### src/rtl/hack_control_unit.sv
// hack_control_unit: multi-cycle sequencer for the Hack datapath.
// Fetches from the shared single-port RAM, decodes, and drives every
// load/select/strobe for the A/D registers, ALU, RAM and PC.
// Ports:
//   clock, reset          : rising-edge clock, synchronous active-high reset
//   start                 : one-cycle pulse, accepted only in IDLE
//   mem_rdata             : RAM read data (1-cycle read latency)
//   pc_q, a_q             : current PC and low bits of A (halt compare)
//   alu_zr, alu_ng        : ALU flags, used in EXEC for jump resolution
//   ir, alu_ctrl          : instruction register and its comp field
//   alu_y_sel ... pc_target_sel : datapath strobes (gated by reset)
//   busy, halted          : status; retired : completed-instruction count
module hack_control_unit #(
  parameter int unsigned ADDR_W    = 7,
  parameter int unsigned BOOT_ADDR = 64
) (
  input  logic              clock,
  input  logic              reset,
  input  logic              start,
  input  logic [15:0]       mem_rdata,
  input  logic [ADDR_W-1:0] pc_q,
  input  logic [ADDR_W-1:0] a_q,
  input  logic              alu_zr,
  input  logic              alu_ng,
  output logic [15:0]       ir,
  output logic [5:0]        alu_ctrl,
  output logic              alu_y_sel,
  output logic              mem_addr_sel,
  output logic              mem_we,
  output logic              a_load,
  output logic              a_sel,
  output logic              d_load,
  output logic              pc_inc,
  output logic              pc_load,
  output logic              pc_target_sel,
  output logic              busy,
  output logic              halted,
  output logic [15:0]       retired
);

  // The boot address is muxed in by the PC itself; it must fit the address space.
  if ((BOOT_ADDR >> ADDR_W) != 0) begin : g_boot_addr_check
    $error("hack_control_unit: BOOT_ADDR does not fit in ADDR_W bits");
  end

  typedef enum logic [2:0] {
    ST_IDLE  = 3'd0,
    ST_BOOT  = 3'd1,
    ST_FETCH = 3'd2,
    ST_LATCH = 3'd3,
    ST_MREAD = 3'd4,
    ST_EXEC  = 3'd5,
    ST_HALT  = 3'd6
  } state_e;

  state_e state_q;
  state_e state_d;
  logic   prev_a_q;    // last retired instruction was an A-instruction

  logic ir_is_c;
  logic fetched_needs_m;
  logic jump_c;
  logic halt_c;

  assign ir_is_c  = ir[15];
  assign alu_ctrl = ir[11:6];

  // Decided on the incoming word because ir is only being loaded at this edge.
  assign fetched_needs_m = mem_rdata[15] & mem_rdata[12];

  assign jump_c = (ir[2] & alu_ng) | (ir[1] & alu_zr) | (ir[0] & ~alu_zr & ~alu_ng);

  // "@here-1; 0;JMP" idiom: unconditional jump back onto the preceding A-instruction.
  assign halt_c = ir_is_c & (ir[2:0] == 3'b111) & prev_a_q
                & (a_q == pc_q - ADDR_W'(1));

  // State register.
  always_ff @(posedge clock) begin
    if (reset) begin
      state_q <= ST_IDLE;
    end else begin
      state_q <= state_d;
    end
  end

  // Next-state logic.
  always_comb begin
    state_d = state_q;
    case (state_q)
      ST_IDLE:  if (start) state_d = ST_BOOT;
      ST_BOOT:  state_d = ST_FETCH;
      ST_FETCH: state_d = ST_LATCH;
      ST_LATCH: state_d = fetched_needs_m ? ST_MREAD : ST_EXEC;
      ST_MREAD: state_d = ST_EXEC;
      ST_EXEC:  state_d = halt_c ? ST_HALT : ST_FETCH;
      ST_HALT:  state_d = ST_HALT;
      default:  state_d = ST_IDLE;
    endcase
  end

  // Moore outputs; strobes are forced low while reset is asserted.
  always_comb begin
    alu_y_sel     = 1'b0;
    mem_addr_sel  = 1'b0;
    mem_we        = 1'b0;
    a_load        = 1'b0;
    a_sel         = 1'b0;
    d_load        = 1'b0;
    pc_inc        = 1'b0;
    pc_load       = 1'b0;
    pc_target_sel = 1'b0;
    busy          = (state_q != ST_IDLE) && (state_q != ST_HALT);
    halted        = (state_q == ST_HALT);
    case (state_q)
      ST_BOOT: begin
        pc_load       = 1'b1;
        pc_target_sel = 1'b1;
      end
      ST_MREAD: mem_addr_sel = 1'b1;
      ST_EXEC: begin
        if (!ir_is_c) begin
          a_load = 1'b1;
          pc_inc = 1'b1;
        end else begin
          alu_y_sel    = ir[12];
          mem_addr_sel = 1'b1;
          a_load       = ir[5];
          a_sel        = 1'b1;
          d_load       = ir[4];
          mem_we       = ir[3];
          pc_load      = jump_c;
          pc_inc       = ~jump_c;
        end
      end
      default: ;
    endcase
    if (reset) begin
      alu_y_sel     = 1'b0;
      mem_addr_sel  = 1'b0;
      mem_we        = 1'b0;
      a_load        = 1'b0;
      a_sel         = 1'b0;
      d_load        = 1'b0;
      pc_inc        = 1'b0;
      pc_load       = 1'b0;
      pc_target_sel = 1'b0;
    end
  end

  // IR capture, retire counter and the A-instruction history flag.
  always_ff @(posedge clock) begin
    if (reset) begin
      ir       <= 16'd0;
      retired  <= 16'd0;
      prev_a_q <= 1'b0;
    end else begin
      if (state_q == ST_LATCH) ir <= mem_rdata;
      if (state_q == ST_EXEC) begin
        retired  <= retired + 16'd1;
        prev_a_q <= ~ir[15];
      end
    end
  end

endmodule

### config.mk
export PLATFORM = sky130hd
export DESIGN_NAME = hack_control_unit
export DESIGN_NICKNAME = d
export VERILOG_FILES = /design/src/rtl/hack_control_unit.sv
export SDC_FILE = /design/constraint.sdc
export NUM_CORES = 1
export LEC_CHECK = 0
export CORE_MARGIN = 4
export CORE_UTILIZATION = 45
export DETAILED_ROUTE_END_ITERATION = 6
export PLACE_DENSITY_LB_ADDON = 0.12
export SYNTH_ARGS = -nofsm -noshare
export SYNTH_HDL_FRONTEND = slang
export SYNTH_SLANG_ARGS = --single-unit
export TNS_END_PERCENT = 5
### constraint.sdc
create_clock -name clock -period 2.8 [get_ports clock]
set_input_delay 0.84 -clock clock [delete_from_list [all_inputs] [get_ports clock]]
set_output_delay 0.84 -clock clock [all_outputs]
set_load 0.01 [all_outputs]
==> impl_metrics.csv <==
group,metric,value,unit
run_status,status,"completed",
drt,wl,4725,um
placed_design,place_inst,361,
setup_path,critPathCaptureType,"output port",
setup_path,cpPeakStageDelay,0.44,ns
floorplanning,fp.dieH,72.67,um
placed_design,dpl_cell_area,0.002773,mm2
layout,num_antenna_cells,0,
logic_synthesis,synthArstFlopShare,0,
clock_network,postCtsSetupRepairBufs,0,
grt,grt_overflow_total,0,
placed_design,pre_cts_ws,-0.5813,ns
logic_synthesis,yosys.area_share.adder,0.01330,
timing,drv_slew,0,
setup_path,r2r_end,"retired[14]",
clock_network,h-tree-depth,2,
drt,drc,0,
setup_path,worstPathRequired,1.96,ns
placed_design,hpwl,3672,um
logic_synthesis,synthMuxAreaShare,0.005319,
placed_design,place.gp.congestion,0.8008,
placed_design,io_buffers,83,
setup_path,crit_chain,"clkdlybuf4s50_1 > a22o_1 > o21ai_2 > nand2_1 > nor2_1 > buf_2",
drt,wl_per_cell,12.84,um
layout,syn_to_final_growth,51.66,%
floorplanning,coreArea,0.004029,mm2
setup_path,ff2ff_path_depth,6,
layout,stdcell_count,368,
timing,finalHoldViolations,0,
layout,n_fill_cell,349,
logic_synthesis,synth_ff_type,"dfxtp_1",
drt,viasPerCell,5.087,
floorplanning,dieArea,0.005280,mm2
floorplanning,die_w,72.67,um
floorplanning,initial_utilization,0.4671,
min_path,hold_path_class,"reg2reg",
drt,ant_nets,0,
grt,grt_pass1_vias,1810,
clock_network,cts_buffers,5,
logic_synthesis,syn_nets,269,
power,peakVddDrop,318.4,uV
power,pwr-share-clk,0.301,
timing,fin_crit,2.784,ns
power,power.internal,0.8383,mW
timing,setup_violations,0,
power,p_leak,1.071,nW
power,power_switching_share,0.2642,
logic_synthesis,synth-seq-cells,36,
logic_synthesis,avgSynthCellArea,8.111,um2
clock_network,root_buffer,"clkbuf_8",
clock_network,clk_pin_slew_worst_paths,0.07,ns
timing,maxSlewHeadroom,0.5855,
timing,fmax,359.1,MHz
setup_path,arrival,1.94,ns
grt,grt_antenna_before_repair,0,
timing,holdWs,0.4554,ns
min_path,hp-start,"ir[13]",
logic_synthesis,ys_seq_area_frac,0.3830,
drt,drt-initial-drc-count,47,
logic_synthesis,synthXorXnorAreaFrac,0.1024,
logic_synthesis,synth_edf_count,0,
grt,grt_max_degree,23,
clock_network,cts.path.max_buffers,2,
timing,worst_slack,0.01556,ns
drt,drt_pass1_iterations,4,
setup_path,crit_fanout,2,
clock_network,clk_latency,0.29,ns
setup_path,path_class,"in2out",
clock_network,ctsHoldBuffers,0,
power,power_switching,0.3010,mW
setup_path,reg2reg_slack,1.08,ns
setup_path,worstSetupStartpointType,"input port",
timing,rsz0062_at_grt,"yes",
layout,drive_above_1_share,0.1195,
timing,tightestPinTransition,0.6200,ns
grt,grt_pass1_wl,7914,um
min_path,hold_depth,2,
logic_synthesis,yosys.area_share.simple,0.3132,
layout,fin_nets,355,
power,power_density,399.2,mW/mm2
floorplanning,io_pins,84,
logic_synthesis,synthCells,232,
clock_network,clkSinkCount,36,
logic_synthesis,synth_compound_area_frac,0.1137,
power,seqPwrFrac,0.485,
setup_path,r2r_start,"state_q[0]",
timing,clock-skew-final,0.009531,ns
floorplanning,placementRows,23,
clock_network,cts_tree,"done",
layout,fin_area,0.002854,mm2
run,cap_violations,0,
logic_synthesis,yosys_warnings,0,
setup_path,crit_slowest_cell,"clkdlybuf4s50_1",
drt,num_vias,1872,
timing,fin_crit_sh,0.9944,
grt,grt_usage,0.1885,
logic_synthesis,ys_types,42,
timing,fin_setup_tns,0,ns
logic_synthesis,synth_top_family_by_area,"simple AND/OR/NAND/NOR gates",
power,combPwrFrac,0.214,
min_path,whs_endpoint,"ir[13]",
logic_synthesis,syn-cell-area,0.001882,mm2
logic make-up after synthesis:
logic type,count (synthesis)
muxes,1
DFF,36
and+or+nand+nor,109
buffers and inverters,24
xor gates and xnor gates,22
AOI/OAI and AO/OA,38
adders and majority gates,2
state kept, by name, indices dropped and copies added (netlist names):
| name | cells |
|---|---|
| prev_a_q | 1 |
| state_q | 3 |
| retired | 16 |
| ir | 16 |
power groups by stage:
stage               combinational [mW]  sequential, mW  clock, mW
CTS                              0.246           0.552      0.353
global placement                 0.244           0.563          0
finish                           0.244           0.552      0.343
global route                     0.266           0.555      0.374
detailed placement               0.245           0.563          0
floorplan                        0.119           0.558          0
worst max-delay path, delay by kind of cell:
family                 cells  cell delay [ns]
buffers and inverters      2             0.57
AOI/OAI and AO/OA          2             0.38
and+or+nand+nor            2             0.15
worst max path at each step:
stage / slack, ns / to / from
floorplan: 0.44 / pc_load / reset
global placement: -0.55 / pc_load / reset
detailed placement: -0.58 / mem_we / reset
CTS: -0.09 / pc_load / alu_ng
global route: -0.07 / pc_inc / alu_ng
finish: 0.02 / pc_inc / alu_ng
cell usage in the layout (no fill, tap or decap), drive strengths merged, types with 2 or more instances in the layout:
master         instances
clkdlybuf4s50         73
nand2                 43
dfxtp                 36
a21oi                 24
nor2                  23
buf                   15
xnor2                 13
clkbuf                10
xor2                   9
inv                    6
o21ai                  6
nor3                   6
nand3                  5
nand4                  5
and2                   4
dlygate4sd2            4
and3                   3
or3                    3
nor4                   3
nand2b                 2
nand3b                 2
a311oi                 2
nand4b                 2
a31oi                  2
ha                     2
nor3b                  2
and4                   2
per-stage QoR:
step                        util  power, mW
after floorplan                -     0.6765
after CTS                 0.7087      1.151
after global routing      0.7084      1.196
after global placement    0.6882     0.8070
final                     0.7084      1.139
after detailed placement  0.6882     0.8081
synth_stat cells, types with 3 or more instances:
cell	number	share of area
xnor2_1	13	0.061
nand3_1	5	0.013
a21oi_1	24	0.064
nand4_1	3	0.010
xor2_1	9	0.042
o21ai_0	6	0.016
buf_4	6	0.024
nand2_1	43	0.086
dfxtp_1	36	0.38
clkbuf_1	8	0.016
nor3_1	5	0.013
inv_1	6	0.012
and2_1	4	0.013
and3_1	3	0.010
nor2_1	23	0.046
what timing repair did:
action                                  4_1_cts  5_1_grt
cloned                                        0        0
gates resized for setup                      22       10
pin swaps                                     0        2
endpoints found under the setup margin        9        7
routing by layer:
metal | global-route usage | part of all wire | vias up
li1 | - | - | 955
met1 | 0.2146 | 0.42 | 852
met2 | 0.3317 | 0.49 | 58
met3 | 0.06061 | 0.074 | 7
met4 | 0.06148 | 0.013 | 0
met5 | 0 | 0 | -
area by class of cell:
class | count | area [um2] | share of cell area
clock buffer | 6 | 72.57 | 0.02543
inverter | 6 | 22.52 | 0.007891
sequential | 36 | 720.7 | 0.2525
multi-input combinational | 172 | 1060 | 0.3713
timing repair buffer | 97 | 910.9 | 0.3192
clock inverter | 1 | 5.005 | 0.001754
tap | 50 | 62.56 | 0.02192
(Power assumes the default switching activity.)
